$ cat src/rtl/t_ff_bank.sv
// Multi-channel T-flop bank: set/clear/toggle per channel, shared blink divider, change pulses, saturating change counters.
// Latency: 1 cycle from din_t/op/tick to dout_q, dout_chg and the counters; cnt_dout is a combinational read of the counters.
// Backpressure: none; a command is accepted in every cycle op_valid is high, and din_t is sampled every cycle.
module t_ff_bank #(
    parameter int WIDTH = 8,
    parameter int CNT_W = 8,
    parameter int DIV_W = 16,
    parameter int SEL_W = (WIDTH > 1) ? $clog2(WIDTH) : 1
) (
    input  logic             clk,
    input  logic             n_rst,
    input  logic [WIDTH-1:0] din_t,
    input  logic             op_valid,
    input  logic [1:0]       op_code,
    input  logic [WIDTH-1:0] op_mask,
    input  logic [WIDTH-1:0] auto_mask,
    input  logic [DIV_W-1:0] auto_period,
    input  logic             cnt_clr,
    input  logic [SEL_W-1:0] cnt_sel,
    output logic [WIDTH-1:0] dout_q,
    output logic [WIDTH-1:0] dout_chg,
    output logic             tick,
    output logic [CNT_W-1:0] cnt_dout
);

    localparam logic [1:0] OP_TOGGLE = 2'd1;
    localparam logic [1:0] OP_SET    = 2'd2;
    localparam logic [1:0] OP_CLEAR  = 2'd3;

    logic [DIV_W-1:0]            div_cnt_q;
    logic [DIV_W-1:0]            div_cnt_d;
    logic                        tick_now;
    logic                        tick_q;

    logic [WIDTH-1:0]            set_m;
    logic [WIDTH-1:0]            clr_m;
    logic [WIDTH-1:0]            tgl_m;
    logic [WIDTH-1:0]            dout_d;
    logic [WIDTH-1:0]            chg_d;
    logic [WIDTH-1:0]            chg_q;

    logic [WIDTH-1:0][CNT_W-1:0] cnt_q;
    logic [WIDTH-1:0][CNT_W-1:0] cnt_d;

    // Divider: ">=" compare so a period lowered below the running count fires on the next cycle.
    always_comb begin
        tick_now  = (auto_period != '0) && (div_cnt_q >= auto_period);
        div_cnt_d = div_cnt_q + DIV_W'(1);
        if ((auto_period == '0) || tick_now) begin
            div_cnt_d = '0;
        end
    end

    // Channel next state: all toggle sources merge into one inversion, then set, then clear on top.
    always_comb begin
        set_m  = {WIDTH{op_valid && (op_code == OP_SET)}}   & op_mask;
        clr_m  = {WIDTH{op_valid && (op_code == OP_CLEAR)}} & op_mask;
        tgl_m  = din_t
               | ({WIDTH{op_valid && (op_code == OP_TOGGLE)}} & op_mask)
               | ({WIDTH{tick_now}} & auto_mask);
        dout_d = ((dout_q ^ tgl_m) | set_m) & ~clr_m;
        chg_d  = dout_d ^ dout_q;
    end

    // Change counters: clear wins over a same-cycle increment; increments stop at all-ones.
    always_comb begin
        cnt_d = cnt_q;
        for (int i = 0; i < WIDTH; i++) begin
            if (cnt_clr) begin
                cnt_d[i] = '0;
            end else if (chg_d[i] && (cnt_q[i] != '1)) begin
                cnt_d[i] = cnt_q[i] + CNT_W'(1);
            end
        end
    end

    // Counter read mux; selects past the last channel read as zero.
    always_comb begin
        cnt_dout = '0;
        for (int i = 0; i < WIDTH; i++) begin
            if (int'(cnt_sel) == i) begin
                cnt_dout = cnt_q[i];
            end
        end
    end

    // State registers; reset drops everything at once, including the divider phase.
    always_ff @(posedge clk or negedge n_rst) begin
        if (!n_rst) begin
            div_cnt_q <= '0;
            tick_q    <= 1'b0;
            dout_q    <= '0;
            chg_q     <= '0;
            cnt_q     <= '0;
        end else begin
            div_cnt_q <= div_cnt_d;
            tick_q    <= tick_now;
            dout_q    <= dout_d;
            chg_q     <= chg_d;
            cnt_q     <= cnt_d;
        end
    end

    assign dout_chg = chg_q;
    assign tick     = tick_q;

endmodule

$ cat config.mk
export PLATFORM = sky130hd
export DESIGN_NAME = t_ff_bank
export DESIGN_NICKNAME = d
export VERILOG_FILES = /design/src/rtl/t_ff_bank.sv
export SDC_FILE = /design/constraint.sdc
export NUM_CORES = 1
export LEC_CHECK = 0
export BUFFER_PORTS_ARGS = -buffer_cell sky130_fd_sc_hd__clkbuf_2
export CORE_MARGIN = 4
export CORE_UTILIZATION = 40
export CTS_CLUSTER_DIAMETER = 60
export DETAILED_ROUTE_END_ITERATION = 10
export PLACE_DENSITY_LB_ADDON = 0.2
export RECOVER_POWER = 100
export SETUP_SLACK_MARGIN = 0.3
export SYNTH_ARGS = -nofsm -noshare
export SYNTH_HDL_FRONTEND = slang
export SYNTH_SLANG_ARGS = --single-unit
$ cat constraint.sdc
create_clock -name clk -period 4.25 [get_ports clk]
set_input_delay 0.2125 -clock clk [delete_from_list [all_inputs] [get_ports clk]]
set_output_delay 0.2125 -clock clk [all_outputs]
set_load 0.05 [all_outputs]
* Word-level counts from Yosys, hierarchy flattened *
Cells that the tools add are included.

cells by class
  add/subtract/negate cells = 9
  magnitude comparators = 1
  eq/ne operators = 18
  multiplexer cells = 25
  bitwise logic cells = 11
  reduce and logical (&&, ||, !) cells = 24

operators by type and width
  operator               number
  $mux 8                 24
  $add 8x1->8 const B    8
  $ne 8x8->1 const B     8
  $and 8x8->8            5
  $or 8x8->8             3
  $add 16x1->16 const B  1
  $ge 16x16->1           1
  $logic_not 16->1       1
  $mux 16                1
  $reduce_bool 16->1     1
  $reduce_bool 2->1      8
  $xor 8x8->8            2
  $eq 3x3->1 const B     4
  $logic_and 1x1->1      12
  $not 8->8              1
  $eq 3x2->1 const B     2
  $eq 2x2->1 const B     2
  $eq 3x1->1 const B     1
  $logic_not 3->1        1
  $eq 2x1->1 const B     1
  $logic_or 1x1->1       1

storage, ports and cells
  bits in registers = 97
  input port bits = 49
  output and inout port bits = 25
  logic and storage cells = 100

* Longest topological paths before layout *
  word-level depth = 12
  depth in mapped cells = 10
  depth with buffers taken out = 9

* Worst setup path before layout *
Ideal clock, no wire load.

  path kind = input port to output port
  start = input port cnt_sel[2]
  end = output port cnt_dout[1]
  data arrival time = 2493 ps
  slack = 1544 ps
  stages on the path = 8
  buffers on the path = 3
  cell sequence = buf_2 > nor2b_1 > clkbuf_1 > clkbuf_1 > nand2_1 > o21ai_0 > o21ai_0 > a211oi_1

on the way
  longest elaborated chain between the ends = 9

RTL lines
  item                  line  source
  start, declared       19    input logic [SEL_W-1:0] cnt_sel,
  $logic_not 3->1       81    if (int'(cnt_sel) == i) begin
  $mux 8 (7 in series)  81
  $mux 8 *              81
  end, declared         23    output logic [CNT_W-1:0] cnt_dout

Every way passes the cells marked *; elsewhere a longest branch is shown, timed or not.

* Worst setup path in the final report *
  start = input port cnt_sel[2]
  end = output port cnt_dout[7]

Same word-level chain as after synthesis.

==> results.cfg <==
[grt]
grt_pass1_wl_um = 27420
antenna_found_initial = 0
grt_util_all_layers_pct = 18.70
overflow = 0
grt_pass1_vias = 5576
grt_max_degree = 76

[route]
drc = 0
drtAntennaViolNets = 0
viasPerCell = 5.647
avgRoutedWirePerCell_um = 16.43
drt-total-wl_um = 16280
firstDrtPassIters = 5
vias = 5596
drtIter0Drc = 380

[worst_setup_path]
cp.required_ps = 4040
critPathLaunchType = input pin
cp_cell_sequence = clkbuf_1 > nor2b_1 > a21oi_1 > o21ai_0 > a2111oi_0 > a211oi_1 > clkbuf_1
max_stage_delay_ps = 820
cpMaxStageDelayCell = nor2b_1
crit_family = buffers and inverters
cp_common_cell = clkbuf_1
end_kind = primary output
path_class = input pin to primary output
crit_arrival_ps = 3080
crit_fanout = 18
path_buf_inv = 2

[clock_network]
worstSkewPairLatency_ps = 350
clk_pin_slew_ps = 60
clockRootBuffer = clkbuf_16
cts_buffers = 9
postCtsResizedCells = 0
cts_max_path_buffers = 2
h-tree-depth = 3
post-cts-setup-buffer-count = 0
cts_tree = done
cts_hold_buf = 0
cts_sinks = 97

[die]
fp.dieH_um = 133.8
io-pin-count = 74
die_x_um = 133.8
core.rowCount = 45
core-area_mm2 = 0.01537
dieArea_mm2 = 0.01790
start_util_pct = 41.18

[final_layout]
layout_commonest_cell = dfrtp_1
area_growth_pct = 9.923
final_cell_mix = dfrtp_1 (97), nor2_1 (75), a21oi_1 (71), clkbuf_2 (48), o21ai_0 (47)
drive_above_1_share_pct = 10.77
n_antenna_cell = 0
nets = 853

[sta]
fmax_mhz = 303.7
worst_pin_slew_ps = 1964
finalCritPeriodShare_pct = 77.48
drv_slew = 76
slew_headroom_pct = -30.92
tns_ps = 0
finalSetupViolations = 0
rsz0062_at_grt = no
hold_viol_final = 0
skew_ps = 5.910
final.min_clock_period_ps = 3293

[synthesis]
yosys.area.top_type = dfrtp_1
ys_dominant_reg_cell = dfrtp_1
netlist_area_mm2 = 0.006330
synthesis.nets = 797
yosysSeqAreaShare_pct = 38.35
synth-async-reset-ratio_pct = 100.0
ys_warn_count = 0
synth_top_cell_area_share_pct = 38.35
syn_inst = 723
synth_cell_type_count = 54
synth_edf_count = 0
ys_ff_latch = 97
synth.area.top_cells = dfrtp_1 (38%), a21oi_1 (5.2%), ha_1 (4.9%)
syn_avg_cell_area_um2 = 8.755

[worst_hold_path]
min_path_type = input pin to register

[place]
gp_congestion = 0.8795
dp_hpwl_um = 12180
portBuffers = 73

[job]
maxCapViolCount = 1

[power]
leakage_nw = 3.074
vdd_ir_drop_max_mv = 0.2326
p_per_area_mw_per_mm2 = 403.1
power_w = 0.002804

[outcome]
violations = capacitance limit, slew limit
status = complete, but fails checks
[cells by family after synthesis]
logic type / Yosys count / synth area share (%)
flip-flops: 97 / 38.35
XOR/XNOR: 34 / 4.704
buffers and inverters: 66 / 4.527
AO/OA/AOI/OAI: 198 / 20.26
multiplexers: 25 / 3.993
AND/OR/NAND/NOR: 278 / 23.23
adder cells (fa/ha/maj): 25 / 4.942
[metal layers]
layer	GRT usage [%]	vias to the layer above	wire [um]
met3	3.901	22	594
met5	0	-	0
met2	32.59	115	8224
li1	-	2740	-
met1	23.56	2719	7175
met4	5.143	0	284
[cell usage after synthesis, drive strengths merged (2+ instances only)]
cell and count:
nand3 46, dfrtp 97, nor3 16, nand2 50
nor2b 7, a41oi 4, ha 25, a31oi 11
o31ai 13, and3 24, or3 27, a41o 2
inv 35, mux2i 23, nor4 4, nand2b 2
a21oi 72, o221ai 4, o22ai 8, a311oi 2
or4 7, a211oi 8, nor2 75, and2 2
buf 13, xor2 23, and4b 6, xnor2 11
clkbuf 18, mux2 2, a22o 4, o21ai 61
nand4 7, a2111oi 4, and4 4, a21o 3
[worst register-to-register path, delay by kind of cell (launching register included)]
family / cells / cell delay (ps)
muxes: 1 / 350
and+or+nand+nor: 1 / 110
DFF: 1 / 440
AOI/OAI and AO/OA: 5 / 1450
adders and majority gates: 1 / 310
[final timing paths]
| path | start | end | slack, ps | cells past startpoint |
|---|---|---|---|---|
| max in group asynchronous | n_rst | cnt_q[11] | 1870 | 2 |
| setup / recovery | cnt_sel[2] | cnt_dout[7] | 960 | 7 |
| min in group asynchronous | n_rst | dout_q[0] | 390 | 1 |
| hold reg to reg | div_cnt_q[0] | div_cnt_q[0] | 520 | 1 |
| hold / removal | op_mask[1] | dout_q[1] | 160 | 3 |
| setup reg to reg | div_cnt_q[2] | cnt_q[21] | 1460 | 8 |
[power breakdown]
| group | internal [W] | total [W] | switching, W | leakage (nW) |
|---|---|---|---|---|
| registers | 0.00105 | 0.00120 | 0.000158 | 1.29 |
| logic | 0.000273 | 0.000848 | 0.000575 | 1.66 |
| clock network | 0.000415 | 0.000752 | 0.000337 | 0.129 |
| total | 0.00173 | 0.00280 | 0.00107 | 3.07 |
[state kept, by name, indices dropped and copies added (netlist names)]
signal / flops
tick: 1
dout_q: 8
cnt_q: 64
div_cnt_q: 16
dout_chg: 8
[metrics by stage]
stage | hold WS, ps | std cells | util [%] | setup slack [ps] | cell area, um2
4_1_cts | 68.98 | 991 | 46.11 | 1285 | 7087
3_5_place_dp | 448.9 | 979 | 44.43 | 1314 | 6829
6_report | 162.4 | 991 | 45.27 | 957.0 | 6958
5_1_grt | 160.2 | 991 | 45.27 | 643.9 | 6958
2_1_floorplan | -83.09 | 723 | - | 1544 | 6330
3_3_place_gp | 441.3 | 979 | 44.43 | 1399 | 6829
[cell type report]
cell class | instances | area [um2]
fillers | 1496 | 8413
well taps | 211 | 264.0
multi-input cells | 560 | 3525
clock buffers | 11 | 252.7
inverters | 35 | 131.4
flip-flops and latches | 97 | 2427
repair buffers | 76 | 352.8
clock inverters | 1 | 5.005
Power figures use the tool's default switching activity.
